===== src/rtl/axis_sink.sv =====
// AXI-Stream sink with a cycle-based TREADY throttle, beat/packet counters and an XOR checksum.
// Define AXIS_SINK_CHECK_EN to build in the incrementing-pattern checker that drives error_count.
module axis_sink #(
    parameter int DATA_WIDTH = 256,
    parameter int CNT_WIDTH  = 32,
    parameter int READY_ON   = 1,
    parameter int READY_OFF  = 0
) (
    input  logic                  clk,
    input  logic                  reset,
    input  logic                  enable,
    input  logic                  clear,
    input  logic [DATA_WIDTH-1:0] AXIS_TDATA,
    input  logic                  AXIS_TVALID,
    input  logic                  AXIS_TLAST,
    output logic                  AXIS_TREADY,
    output logic [DATA_WIDTH-1:0] data,
    output logic [CNT_WIDTH-1:0]  beat_count,
    output logic [CNT_WIDTH-1:0]  packet_count,
    output logic [CNT_WIDTH-1:0]  error_count,
    output logic [DATA_WIDTH-1:0] checksum
);

    localparam int PH_MAX = (READY_ON > READY_OFF) ? READY_ON : READY_OFF;
    localparam int PH_W   = (PH_MAX > 1) ? $clog2(PH_MAX) : 1;
    localparam logic [PH_W-1:0] ON_LAST  = PH_W'(READY_ON - 1);
    localparam logic [PH_W-1:0] OFF_LAST = PH_W'((READY_OFF > 0) ? READY_OFF - 1 : 0);

    typedef enum logic [1:0] {
        IDLE,
        ON,
        OFF
    } state_t;

    state_t                r_state;
    state_t                w_stateNext;
    logic [PH_W-1:0]       r_phase;
    logic [PH_W-1:0]       w_phaseNext;
    logic                  r_tready;
    logic                  w_accept;
    logic [DATA_WIDTH-1:0] r_data;
    logic [DATA_WIDTH-1:0] r_checksum;
    logic [CNT_WIDTH-1:0]  r_beatCount;
    logic [CNT_WIDTH-1:0]  r_packetCount;

    // TREADY is registered from the state, so it trails a state change by one edge.
    always_ff @(posedge clk) begin
        if (reset) begin
            r_state  <= IDLE;
            r_phase  <= '0;
            r_tready <= 1'b0;
        end else begin
            r_state  <= w_stateNext;
            r_phase  <= w_phaseNext;
            r_tready <= (r_state == ON);
        end
    end

    always_comb begin
        w_stateNext = r_state;
        w_phaseNext = r_phase;
        if (!enable) begin
            w_stateNext = IDLE;
            w_phaseNext = '0;
        end else begin
            case (r_state)
                IDLE: begin
                    w_stateNext = ON;
                    w_phaseNext = '0;
                end
                ON: begin
                    if (r_phase == ON_LAST) begin
                        w_phaseNext = '0;
                        if (READY_OFF > 0) begin
                            w_stateNext = OFF;
                        end
                    end else begin
                        w_phaseNext = r_phase + 1'b1;
                    end
                end
                OFF: begin
                    if (r_phase == OFF_LAST) begin
                        w_stateNext = ON;
                        w_phaseNext = '0;
                    end else begin
                        w_phaseNext = r_phase + 1'b1;
                    end
                end
                default: begin
                    w_stateNext = IDLE;
                    w_phaseNext = '0;
                end
            endcase
        end
    end

    assign w_accept = AXIS_TVALID & r_tready;

    // Clear beats a simultaneous accepted beat for the statistics, but data still captures it.
    always_ff @(posedge clk) begin
        if (reset) begin
            r_data        <= '0;
            r_checksum    <= '0;
            r_beatCount   <= '0;
            r_packetCount <= '0;
        end else begin
            if (w_accept) begin
                r_data <= AXIS_TDATA;
            end
            if (clear) begin
                r_checksum    <= '0;
                r_beatCount   <= '0;
                r_packetCount <= '0;
            end else if (w_accept) begin
                r_checksum <= r_checksum ^ AXIS_TDATA;
                if (r_beatCount != '1) begin
                    r_beatCount <= r_beatCount + 1'b1;
                end
                if (AXIS_TLAST && (r_packetCount != '1)) begin
                    r_packetCount <= r_packetCount + 1'b1;
                end
            end
        end
    end

`ifdef AXIS_SINK_CHECK_EN
    logic [31:0]          r_expected;
    logic [CNT_WIDTH-1:0] r_errorCount;

    // A mismatch resyncs the expected sequence to the received value, so one glitch costs one error.
    always_ff @(posedge clk) begin
        if (reset) begin
            r_expected   <= '0;
            r_errorCount <= '0;
        end else if (clear) begin
            r_expected   <= '0;
            r_errorCount <= '0;
        end else if (w_accept) begin
            if (AXIS_TDATA[31:0] == r_expected) begin
                r_expected <= r_expected + 32'd1;
            end else begin
                r_expected <= AXIS_TDATA[31:0] + 32'd1;
                if (r_errorCount != '1) begin
                    r_errorCount <= r_errorCount + 1'b1;
                end
            end
        end
    end

    assign error_count = r_errorCount;
`else
    assign error_count = '0;
`endif

    assign AXIS_TREADY  = r_tready;
    assign data         = r_data;
    assign checksum     = r_checksum;
    assign beat_count   = r_beatCount;
    assign packet_count = r_packetCount;

endmodule


===== config.mk =====
export PLATFORM = sky130hd
export DESIGN_NAME = axis_sink
export DESIGN_NICKNAME = d
export VERILOG_FILES = /design/src/rtl/axis_sink.sv
export SDC_FILE = /design/constraint.sdc
export NUM_CORES = 1
export LEC_CHECK = 0
export BUFFER_PORTS_ARGS = -buffer_cell sky130_fd_sc_hd__buf_2
export CORE_AREA = 10 10 327 329
export DETAILED_ROUTE_END_ITERATION = 12
export DIE_AREA = 0 0 337 339
export PLACE_DENSITY = 0.5
export SLEW_MARGIN = 20
export SYNTH_ARGS = -nofsm -noshare
export SYNTH_HDL_FRONTEND = slang
export SYNTH_SLANG_ARGS = --single-unit

===== constraint.sdc =====
create_clock -name clk -period 4.2 [get_ports clk]
set_input_delay 0.84 -clock clk [delete_from_list [all_inputs] [get_ports clk]]
set_output_delay 0.84 -clock clk [all_outputs]
set_load 0.005 [all_outputs]

==> flow_metrics.tcl, run 1 <==
set metrics [dict create \
    skew_ps 15.5 \
    tns_ps 0 \
    syn_inst 2368 \
    grtUsageTotal 0.138 \
    grt_max_degree 141 \
    ys_ff_latch 578 \
    cp.arrival_ps 3060 \
    initial_core_util 0.208 \
    cts_root_buf "clkbuf_16" \
    setup_violations 0 \
    ioPinCount 871 \
    drt-initial-drc-count 961 \
    synth_area_per_cell_um2 8.76 \
    min_period_ps 2570 \
    post_drt_wl_per_cell_um 18.5 \
    ys_seq_area_frac 0.558 \
    fin_util 0.286 \
    placed_cell_area_um2 26300 \
    grt_pass1_vias 18300 \
    hp-start "r_state[0]$_SDFFE_PP0N_" \
    core_um2 99900 \
    finalNonFillerCells 4526 \
    die_height_um 339 \
    vias 18700 \
    antenna_found_initial 10 \
    hold_ws_ps 441 \
    fp.dieW_um 337 \
    setup_ws_ps 1630 \
    area_growth_pct 37.8 \
    place_hpwl_mm 62.9 \
    insertion_delay_ps 630 \
    end_kind "flop" \
    placed_cells 4398 \
    worst_pin_slew_ps 1020 \
    cts_hold_buf 0 \
    startpoint_type "flop" \
    grt_pass1_wl_mm 120 \
    drv_cap 0 \
    syn_area_um2 20700 \
    overflow 0 \
    first_pass_iters 4 \
    cts_htree_levels 3 \
    cts_setup_buffers 0 \
    worst_ep_required_time_ps 4690 \
    cts_buffers 69 \
    clock-sinks 578 \
    drtAntennaViolNets 0 \
    via_per_inst 4.12 \
    ctsResizeCount 0 \
    crit_start "beat_count[18]$_SDFFE_PP0P_" \
    drc 0 \
    synth_edf_count 0 \
    fin_area_um2 28600 \
    globalplace.congestion 0.852 \
    path_max_fanout 28 \
    final_nets 3435 \
    clockBufferDepth 3 \
    synth_ff_type "dfxtp_1" \
    rsz0062_at_grt "false" \
    total_leakage_power_nw 12.5 \
    synth_area_leader_cell "dfxtp_1" \
    yosysTopAreaCellShare 0.558 \
    cts_tree "yes" \
    slew_violations 0 \
    synthArstFlopShare 0 \
    period_share 0.611 \
    powerDensity_nw_per_um2 425 \
    status "complete, no violations" \
    worstSetupPathType "reg -> reg" \
    row_count 116 \
    ys_types 48 \
    finalPower_mw 12.2 \
    timing.rr.start "beat_count[18]$_SDFFE_PP0P_" \
    synthTopCellsByArea "dfxtp_1, xor2_1, nand2_1, a21oi_1, nor2_1" \
    hold_viol_final 0 \
    clk_pin_slew_ps 60 \
    ir_drop_mv 0.323 \
    drive_gt1_frac 0.310 \
    synth-warning-count 0 \
    routed_wirelength_mm 83.6 \
    place_ws_ps 1340 \
    port_buffers 838 \
    holdCritPathClass "reg -> reg" \
    max_slew_margin 0.323 \
    die_area_um2 114000 \
    timing.fmax_ghz 0.390 \
]
-- logic make-up (layout without fill, tap and decap cells) --
group                      after synthesis  after routing  share of synthesized area
buffers and inverters                  179           1002                     0.0387
xor gates and xnor gates               261            261                      0.110
adders and majority gates                2              2                    0.00121
other                                    1             38                   0.000181
muxes                                    9              9                    0.00434
and+or+nand+nor                        977            977                      0.196
AOI/OAI and AO/OA                      361            361                     0.0912
DFF                                    578            578                      0.558
-- cells in the final DEF (no fill, tap or decap), drive strengths merged, types with 2 or more instances in the layout --
cell / n
nand4: 24
diode: 6
nor4: 15
nor3: 5
inv: 15
ha: 2
a31o: 3
and4: 4
nand2: 550
nor2b: 2
nor3b: 2
or3: 44
and3: 6
nand3: 27
or4: 13
xnor2: 2
clkinv: 19
conb: 32
bufinv: 3
buf: 871
o31ai: 11
dfxtp: 578
xor2: 259
or2: 4
a21oi: 303
mux2i: 9
and2: 2
clkbuf: 94
nor2: 274
o21ai: 34
-- Yosys cell counts (all sizes together), types with 2 or more instances --
library cell    n
nand4          24
and3            6
buf            41
xnor2           2
or4            13
and4            4
nand3          27
ha              2
and2            2
a31o            3
xor2          259
nor3            5
o21ai          34
or3            44
nor2b           2
mux2i           9
or2             4
nor2          274
dfxtp         578
clkbuf        129
nor4           15
nand2         550
o31ai          11
a21oi         303
inv             9
nor3b           2
-- layer usage --
layer  vias to the layer above  track usage  share of wire
met3                       127       0.0461          0.081
met2                       583        0.246           0.51
met5                         -            0        0.00074
li1                       9276            -              -
met1                      8672        0.148           0.38
met4                        10       0.0508          0.027
-- worst paths after layout --
path / end / slack [ps] / cells past startpoint
worst min register to register: AXIS_TREADY$_SDFF_PP0_ / 440 / 1
worst max register to register: beat_count[18]$_SDFFE_PP0P_ / 1630 / 5
worst max-delay path: beat_count[18]$_SDFFE_PP0P_ / 1630 / 5
worst min-delay path: AXIS_TREADY$_SDFF_PP0_ / 440 / 1
-- flip-flops by register name, summed over array words and instances, names as in the netlist --
signal and flops:
beat_count 32, packet_count 32, r_state 1, AXIS_TREADY 1
checksum 256, data 256
-- report_power, final --
| group | internal [mW] | leakage (nW) | switching, mW |
|---|---|---|---|
| Sequential | 5.56 | 4.67 | 0.0407 |
| Clock | 3.51 | 1.13 | 2.48 |
| Combinational | 0.222 | 6.73 | 0.351 |
| Total | 9.29 | 12.5 | 2.87 |
-- cell type report --
| cell class | count | area, um^2 |
|---|---|---|
| Multi-Input combinational cell | 1642 | 8500 |
| Tap cell | 1298 | 1620 |
| Clock buffer | 94 | 1970 |
| Clock inverter | 28 | 287 |
| Fill cell | 10900 | 71300 |
| Timing Repair Buffer | 871 | 4590 |
| Antenna cell | 6 | 15.0 |
| Sequential cell | 578 | 11600 |
| Inverter | 9 | 33.8 |
-- critical path: stages (launching register included) --
cell and delay [ps]:
dfxtp_1 430, nand2_1 190, nor4_1 660, and4b_1 830
nor4_1 160, mux2i_1 160
Note: power is estimated with default switching activity, not from simulation.
==> run 2: changes to the inputs <==
==> constraint.sdc (replaced) <==
create_clock -name clk -period 2.68 [get_ports clk]
set_input_delay 0.536 -clock clk [delete_from_list [all_inputs] [get_ports clk]]
set_output_delay 0.536 -clock clk [all_outputs]
set_load 0.005 [all_outputs]
==> run 2 against run 1 <==
Compared with the run above:
- via count barely moved
- worst hold slack got worse by 250 ps
- critical path depth did not move
- wire length fell by 0.32%
- first-iteration DRC count fell by 7.9%
- cell count barely moved
- sequential power rose by 57%
- utilization barely moved
- fmax rose by 11%
- clock-buffer cell count rose by 4
- non-clock buffer count rose by 7
- flip-flop and latch count did not move
- largest cell class unchanged
==> flow_metrics.tcl, run 2 (synthesis results as in run 1) <==
set metrics [dict create \
    cts_root_buf "clkbuf_16" \
    layout_commonest_cell "buf_2" \
    cp.depth 5 \
    drt-initial-drc-count 885 \
    final_nets 3441 \
    ir_drop_mv 0.503 \
    insertion_delay_ps 620 \
    multi_input_area_um2 8500 \
    powerDensity_nw_per_um2 661 \
    timing.fmax_ghz 0.431 \
    setup_violations 0 \
    cpMaxStageDelayCell "or4b_1" \
    grt_pass1_vias 18400 \
    skew_ps 23.0 \
    via_per_inst 4.12 \
    rsz0062_at_grt "false" \
    register_area_um2 11600 \
    setup.worst_path.end "beat_count[20]$_SDFFE_PP0P_" \
    cts_hold_buf 0 \
    grt_max_degree 135 \
    cts_tree "yes" \
    initial_core_util 0.208 \
    place_ws_ps 206 \
    cp_slowest_stage_delay_ps 580 \
    path_max_fanout 8 \
    holdCritPathClass "in -> reg" \
    grt_pass1_wl_mm 121 \
    tns_ps 0 \
    slew_violations 0 \
    startpoint_type "flop" \
    worst_ep_required_time_ps 3210 \
    crit_start "beat_count[5]$_SDFFE_PP0P_" \
    max_slew_margin 0.376 \
    r2r_cells 5 \
    worstSetupPathType "reg -> reg" \
    cts_setup_buffers 0 \
    cp_num_buf_inv 0 \
    total_leakage_power_nw 12.5 \
    area_growth_pct 38.0 \
    cpLargestDelayFamily "simple AND/OR/NAND/NOR gates" \
    ctsResizeCount 0 \
    min_period_ps 2320 \
    routed_wirelength_mm 83.3 \
    fp.dieW_um 337 \
    cts_htree_levels 3 \
    end_kind "flop" \
    grtUsageTotal 0.138 \
    overflow 0 \
    die_height_um 339 \
    drive_gt1_frac 0.310 \
    n_fill_cell 10800 \
    cts_buffers 68 \
    core_um2 99900 \
    row_count 116 \
    status "complete, no violations" \
    reg2reg_to "beat_count[20]$_SDFFE_PP0P_" \
    cp.arrival_ps 2850 \
    globalplace.congestion 0.846 \
    antenna_found_initial 9 \
    die_area_um2 114000 \
    cp_cell_sequence "nand4_2 -> nor3_1 -> nand4_1 -> or4b_1 -> a21oi_1" \
    clockBufferDepth 3 \
    worst_pin_slew_ps 935 \
    hold_viol_final 0 \
    drc 0 \
    setup_ws_ps 362 \
    regToRegSetupSlack_ps 360 \
    period_share 0.865 \
    port_buffers 838 \
    final_cell_mix "buf_2, dfxtp_1, nand2_1" \
    timing.rr.start "beat_count[5]$_SDFFE_PP0P_" \
    ioPinCount 871 \
    drtAntennaViolNets 0 \
    post_drt_wl_per_cell_um 18.4 \
    clk_pin_slew_ps 60 \
    clock-sinks 578 \
    drv_cap 0 \
    first_pass_iters 5 \
    place_hpwl_mm 62.8 \
    vias 18700 \
]
[run 2: changes by cell type in the layout (fill, tap and decap cells not counted), sizes merged]
cell	previous run	this run
clkbuf	94	98
inv	15	11
clkinv	19	14
buf	871	878
clkinvlp	0	1
[run 2: worst min path at each step]
stage,from,end,slack [ps],cells past startpoint
floorplan,r_state[0]$_SDFFE_PP0N_,AXIS_TREADY$_SDFF_PP0_,410,1
global placement,data[252]$_SDFFE_PP0P_,data[252]$_SDFFE_PP0P_,440,2
detailed placement,data[160]$_SDFFE_PP0P_,data[160]$_SDFFE_PP0P_,440,2
CTS,enable,r_state[0]$_SDFFE_PP0N_,120,2
global route,enable,r_state[0]$_SDFFE_PP0N_,150,2
finish,enable,r_state[0]$_SDFFE_PP0N_,190,2
[run 2: power by group]
group          total, mW  switching, mW  internal, mW  leakage [nW]
Clock               9.25           3.80          5.45          1.09
Sequential          8.77         0.0615          8.71          4.67
Combinational      0.907          0.551         0.356          6.78
[run 2: per-stage QoR]
step	hold slack (ps)	instance area, um^2	std cells	utilization	power (mW)
5_1_grt	154	28600	4528	0.287	19.7
6_report	187	28600	4529	0.287	18.9
4_1_cts	121	28600	4523	0.287	19.3
2_1_floorplan	414	20900	2399	-	9.37
3_3_place_gp	438	26400	4405	0.264	9.88
3_5_place_dp	443	26400	4405	0.264	9.88
[run 2: final cells by class]
class / count / area share
antenna: 6 / 0.000524
clock inverter: 20 / 0.00778
clock buffer: 98 / 0.0693
inverter: 9 / 0.00118
tap: 1298 / 0.0567
multi-input combinational: 1642 / 0.297
sequential: 578 / 0.404
timing repair buffer: 878 / 0.163
[run 2: layer usage]
metal / GRT usage / vias to the layer above / share of wire
li1: - / 9263 / -
met1: 0.148 / 8648 / 0.37
met2: 0.240 / 604 / 0.50
met3: 0.0560 / 138 / 0.089
met4: 0.0531 / 6 / 0.033
met5: 0 / - / 0.00026
